`src/rtl/fighter_action_ctrl.sv`:
```
// rtl/fighter_action_ctrl.sv - two-player frame-timed action sequencer (walk/attack/block phases)
// Optional macro ATTACK_BUFFER_EN: an attack pressed during RECOVER chains straight into WINDUP.

module fighter_action_player #(
  parameter int WINDUP_FRAMES  = 3,
  parameter int ACTIVE_FRAMES  = 2,
  parameter int RECOVER_FRAMES = 4
) (
  input  logic       Clk,
  input  logic       Reset,
  input  logic       frame_tick,
  input  logic       l,
  input  logic       r,
  input  logic       atk,
  input  logic       def,
  output logic [2:0] state,
  output logic [1:0] dir,
  output logic       strike,
  output logic       blocking
);
  localparam int MAX_WA     = (WINDUP_FRAMES > ACTIVE_FRAMES) ? WINDUP_FRAMES : ACTIVE_FRAMES;
  localparam int MAX_FRAMES = (MAX_WA > RECOVER_FRAMES) ? MAX_WA : RECOVER_FRAMES;
  localparam int CW         = $clog2(MAX_FRAMES) + 1;
  localparam logic [CW-1:0] WINDUP_LOAD  = CW'(WINDUP_FRAMES - 1);
  localparam logic [CW-1:0] ACTIVE_LOAD  = CW'(ACTIVE_FRAMES - 1);
  localparam logic [CW-1:0] RECOVER_LOAD = CW'(RECOVER_FRAMES - 1);

  typedef enum logic [2:0] {
    IDLE    = 3'd0,
    WALK    = 3'd1,
    WINDUP  = 3'd2,
    ACTIVE  = 3'd3,
    RECOVER = 3'd4,
    BLOCK   = 3'd5
  } phase_t;

  phase_t        cur, nxt;
  logic [1:0]    dir_nxt;
  logic [CW-1:0] cnt, cnt_nxt;
  logic          atk_prev;
  logic          atk_edge;
`ifdef ATTACK_BUFFER_EN
  logic          atk_buf, atk_buf_nxt;
`endif

  assign atk_edge = atk & ~atk_prev;
  assign state    = cur;
  assign blocking = (cur == BLOCK);

  always_ff @(posedge Clk) begin
    if (Reset) begin
      cur      <= IDLE;
      dir      <= 2'b00;
      cnt      <= '0;
      atk_prev <= 1'b0;
      strike   <= 1'b0;
`ifdef ATTACK_BUFFER_EN
      atk_buf  <= 1'b0;
`endif
    end else begin
      // strike lives for exactly one Clk, independent of tick spacing
      strike <= frame_tick && (cur == WINDUP) && (cnt == '0);
      if (frame_tick) begin
        cur      <= nxt;
        dir      <= dir_nxt;
        cnt      <= cnt_nxt;
        atk_prev <= atk;
`ifdef ATTACK_BUFFER_EN
        atk_buf  <= atk_buf_nxt;
`endif
      end
    end
  end

  always_comb begin
    nxt     = cur;
    dir_nxt = dir;
    cnt_nxt = cnt;
`ifdef ATTACK_BUFFER_EN
    atk_buf_nxt = atk_buf;
`endif
    case (cur)
      WINDUP, ACTIVE, RECOVER: begin
        dir_nxt = 2'b00;
        if (cnt != '0) begin
          cnt_nxt = cnt - 1'b1;
        end else if (cur == WINDUP) begin
          nxt     = ACTIVE;
          cnt_nxt = ACTIVE_LOAD;
        end else if (cur == ACTIVE) begin
          nxt     = RECOVER;
          cnt_nxt = RECOVER_LOAD;
        end else begin
          nxt = IDLE;
        end
`ifdef ATTACK_BUFFER_EN
        // an edge on the final RECOVER tick still chains into the next attack
        if (cur == RECOVER) begin
          if (atk_edge) atk_buf_nxt = 1'b1;
          if ((cnt == '0) && (atk_buf || atk_edge)) begin
            nxt         = WINDUP;
            cnt_nxt     = WINDUP_LOAD;
            atk_buf_nxt = 1'b0;
          end
        end
`endif
      end
      default: begin
        // IDLE, WALK and BLOCK share one priority: attack, defense, then movement
        if (atk_edge) begin
          nxt     = WINDUP;
          dir_nxt = 2'b00;
          cnt_nxt = WINDUP_LOAD;
        end else if (def) begin
          nxt     = BLOCK;
          dir_nxt = 2'b00;
        end else if (l ^ r) begin
          nxt     = WALK;
          dir_nxt = {r, l};
        end else begin
          nxt     = IDLE;
          dir_nxt = 2'b00;
        end
      end
    endcase
  end
endmodule

module fighter_action_ctrl #(
  parameter int WINDUP_FRAMES  = 3,
  parameter int ACTIVE_FRAMES  = 2,
  parameter int RECOVER_FRAMES = 4
) (
  input  logic       Clk,
  input  logic       Reset,
  input  logic       frame_tick,
  input  logic       p1_l,
  input  logic       p1_r,
  input  logic       p1_atk,
  input  logic       p1_def,
  input  logic       p2_l,
  input  logic       p2_r,
  input  logic       p2_atk,
  input  logic       p2_def,
  output logic [2:0] p1_state,
  output logic [2:0] p2_state,
  output logic [1:0] p1_dir,
  output logic [1:0] p2_dir,
  output logic       p1_strike,
  output logic       p2_strike,
  output logic       p1_blocking,
  output logic       p2_blocking
);
  fighter_action_player #(
    .WINDUP_FRAMES (WINDUP_FRAMES),
    .ACTIVE_FRAMES (ACTIVE_FRAMES),
    .RECOVER_FRAMES(RECOVER_FRAMES)
  ) u_p1 (
    .Clk       (Clk),
    .Reset     (Reset),
    .frame_tick(frame_tick),
    .l         (p1_l),
    .r         (p1_r),
    .atk       (p1_atk),
    .def       (p1_def),
    .state     (p1_state),
    .dir       (p1_dir),
    .strike    (p1_strike),
    .blocking  (p1_blocking)
  );

  fighter_action_player #(
    .WINDUP_FRAMES (WINDUP_FRAMES),
    .ACTIVE_FRAMES (ACTIVE_FRAMES),
    .RECOVER_FRAMES(RECOVER_FRAMES)
  ) u_p2 (
    .Clk       (Clk),
    .Reset     (Reset),
    .frame_tick(frame_tick),
    .l         (p2_l),
    .r         (p2_r),
    .atk       (p2_atk),
    .def       (p2_def),
    .state     (p2_state),
    .dir       (p2_dir),
    .strike    (p2_strike),
    .blocking  (p2_blocking)
  );
endmodule

```
`config.mk`:
```
export PLATFORM = sky130hd
export DESIGN_NAME = fighter_action_ctrl
export DESIGN_NICKNAME = d
export VERILOG_FILES = /design/src/rtl/fighter_action_ctrl.sv
export SDC_FILE = /design/constraint.sdc
export NUM_CORES = 1
export LEC_CHECK = 0
export CORE_MARGIN = 3
export CORE_UTILIZATION = 46
export DETAILED_ROUTE_END_ITERATION = 16
export PLACE_DENSITY_LB_ADDON = 0.15
export SLEW_MARGIN = 20
export SYNTH_ARGS = -nofsm -noshare
export SYNTH_HDL_FRONTEND = slang
export SYNTH_SLANG_ARGS = --single-unit
```
`constraint.sdc`:
```
create_clock -name Clk -period 1.5 [get_ports Clk]
set_clock_uncertainty 0.15 [all_clocks]
set_input_delay 0.3 -clock Clk [delete_from_list [all_inputs] [get_ports Clk]]
set_output_delay 0.3 -clock Clk [all_outputs]
set_load 0.01 [all_outputs]
```
==> summary.md <==
| Metric | Value |
|---|---|
| Status | complete, but fails checks |
| Violated checks | negative setup slack |
| CP startpoint kind | flop |
| Sw frac | 36.03% |
| Nets | 237 |
| CP max stage cell | dfxtp_4 |
| I/O pin cnt | 25 |
| Root buffer cell | clkbuf_4 |
| Primary FF master, synth | dfxtp_1 |
| WL met3 | between 150 and 200 um |
| Count leader, synth | dfxtp_1 |
| Share of post-route cells with drive strength above 1 | between 50 and 60% |
| Post-CTS Hold Fix Bufs | 0 |
| Reg2Reg Setup Slack | -0.25 ns |
| Part of the power in registers | 33.0% |
| GRT Total Usage | 26.23% |
| Number of synthesized flops with an enable pin | 0 |
| Critical path destination | u_p2.cnt[1] |
| Initial antenna violation count | 0 |
| Total power | roughly 0.0019 W |
| CP max FO | 6 |
| Top cells by area, synth | dfxtp_1 (32%), ha_1 (7.9%), a21oi_1 (6.7%), inv_1 (3.9%), nand2b_1 (3.5%) |
| R2R depth | 6 |
| Library cells used by synthesis | 48 |
| Core ar. | 2545 um2 |
| Post-Syn Nets | between 150 and 200 |
| Clk sinks | 20 |
| Crit-path max cell delay | slightly below 0.4 ns |
| P_leak | 0.9484 nW |
| Internal cell power | between 0.001 and 0.0015 W |
| DP Wirelength | 2.555 mm |
| Syn Area/Cell | 8.441 um2 |
| Final antenna-violating net count | 0 |
| Period minus WS final | approximately 1.7 ns |
| Synth Instances | 150 |
| Die area | ~3400 um2 |
| Tcrit/Tclk final | 116.5% |
| CP cell instances | buf_6 > nor3b_4 > buf_4 > o211ai_1 > o311ai_2 > o31ai_2 |
| Starting density of the core | between 40% and 50% |
| Slew @ Worst Pin | about 0.31 ns |
| Sequential share of the synthesized area | 31.62% |
| Initial DRC Count | between 60 and 70 |
| Net switching power | just under 0.0007 W |
| Maximum clock insertion buffer count | 2 |
| Final setup viols | 10 |
| WL/cell | 18.14 um |
| Dpl ws | -0.4615 ns |
| Unrepaired setup endpoints after global routing | yes |
| GRT overflow | 0 |
| Clock-pin slew on the worst setup and hold paths | around 0.12 ns |
| Remaining DRCs | 0 |
| Critical R2R Capture | u_p2.cnt[1] |
| Gpl congestion | between 0.8 and 0.9 |
| Clk_lat worst skew | between 0.3 and 0.4 ns |
| Peak supply drop | 762.1 uV |
| Tightest Hold Check Type | primary input to flop |
| Layout area overhead | 76.58% |
| Met1 wire length | between 1.5 and 2 mm |
| Vias in the first global route | 1,475 |
| Synthesized area | roughly 1300 um2 |
| Final hold vios | 0 |
| Post-route setup slack | -0.2474 ns |
| Synth top area share | between 30% and 40% |
| Yosys warnings | 0 |
| Clock power share | a little under a fifth |
| WP data arrival | between 1.5 and 2 ns |
| Worst setup startpoint | u_p2.state[2] |
| Async S/R FF share, synth | 0% |
| Synth cell count leaders | dfxtp_1 (20), a21oi_1 (17), inv_1 (13) |
| Crit Path Class | flop to flop |
| Die H | 58.47 um |
| CTS tree | built |
| Crit Reg-Reg Startpoint | u_p2.state[2] |
| Htree depth | 1 |
| Routed Wire Length | approximately 4.5 mm |
| Number of buffers created by CTS | 3 |
| Die span in x | between 50 and 60 um |
| Highest routed layer | met4 |
| Via density | slightly below 6 |
| Register bit total from synthesis | 20 |
| CP required | 1.58 ns |
| Std-Cell Rows | 18 |
| Comb pwr share | 49.0% |
| Max-slew headroom | between 70% and 80% |
| Pwr Density | about 840 nW/um2 |
| Routed length on met2 | approximately 2.5 mm |
| Detailed Routing Iterations Pass 1 | 5 |
| Largest net degree at the start of global routing | 15 |
| Diodes inserted | 0 |
| Dominant cell type by area after synthesis | dfxtp_1 |
| Max Freq | 572.3 MHz |
| Via count | about 1.4k |
| Critical path capture point type | flop |
| Max Cap Violations | 0 |
| IO Port Bufs | 24 |
| Setup TNS | -1.182 ns |
| Slew Viols, Final | 0 |
| First-pass GRT wire length | 6.934 mm |
## stage by stage
stage               util, %  std cells  hold slack [ns]  instance area (um2)
floorplan                 -        150           0.2847                 1304
global placement      69.47        227           0.3058                 1768
detailed placement    69.47        227           0.3186                 1768
CTS                   79.06        238           0.3335                 2012
global route          87.86        247           0.1615                 2236
finish                87.86        247           0.1230                 2236
## flip-flops by register name (all words and copies together) (netlist names), 2 cells and up
signal and flops:
u_p2.state 3, u_p1.state 3, u_p2.cnt 3, u_p2.dir 2, u_p1.cnt 3, u_p1.dir 2
## routing by layer
metal / vias to the layer above / global-route usage (%)
met4: 0 / 13.91
met3: 11 / 4.386
met2: 41 / 48.01
met5: - / 0
li1: 684 / -
met1: 696 / 28.51
## critical path: cells and delay by family, from the launching register on
family                 cells  cell delay (ns)
AO/OA/AOI/OAI              3             0.72
buffers and inverters      2             0.25
flip-flops                 1             0.39
AND/OR/NAND/NOR            1             0.15
## cell type report
type,instances,area [um2]
multi-input combinational,109,1077
timing repair buffer,71,616.8
sequential,20,419.2
fill,132,309.0
inverter,13,48.80
tap,30,37.54
clock buffer,4,36.28
## placed cells by master, fill, tap and decap left out, types with 4 or more instances in the layout
cell type        instances
buf_4                   35
mux2i_1                  4
ha_4                     4
buf_6                   12
dfxtp_2                  6
o21ai_0                  4
a21oi_2                  8
inv_2                    5
clkdlybuf4s50_1          7
nand2b_1                 5
nand2_1                  7
dfxtp_1                 11
nor2b_4                  4
buf_2                    4
inv_1                    8
a21oi_1                  8
dlygate4sd2_1           11
ha_1                     4
## cell families after synthesis
logic type / share of synthesized area [%]
AOI/OAI and AO/OA: 24.11
and+or+nand+nor: 25.69
muxes: 3.162
adders and majority gates: 7.905
DFF: 31.62
buffers and inverters: 7.510
## how the worst min path moves through the flow
stage / end / slack [ns] / startpoint / cells past startpoint
floorplan: u_p1.cnt[0] / 0.28 / u_p1.cnt[0] / 2
global placement: u_p2.dir[1] / 0.31 / u_p2.dir[1] / 2
detailed placement: u_p2.dir[0] / 0.32 / u_p2.dir[0] / 2
CTS: u_p1.dir[0] / 0.33 / u_p1.dir[0] / 2
global route: u_p1.atk_prev / 0.16 / p1_atk / 3
finish: u_p1.atk_prev / 0.12 / p1_atk / 3
## power by group through the flow
stage / Sequential (W) / Clock (W) / Combinational (W)
floorplan: 0.000627 / 0 / 0.000319
global placement: 0.000622 / 0 / 0.000568
detailed placement: 0.000624 / 0 / 0.000589
CTS: 0.000614 / 0.000337 / 0.000720
global route: 0.000625 / 0.000365 / 0.000976
finish: 0.000619 / 0.000339 / 0.000919
## timing repair
action	in CTS	in global routing
resized for setup	76	40
pin swaps	25	19
buffers inserted	7	9
cloned	0	0
endpoints found under the setup margin	30	20
Power figures use the tool's default switching activity.
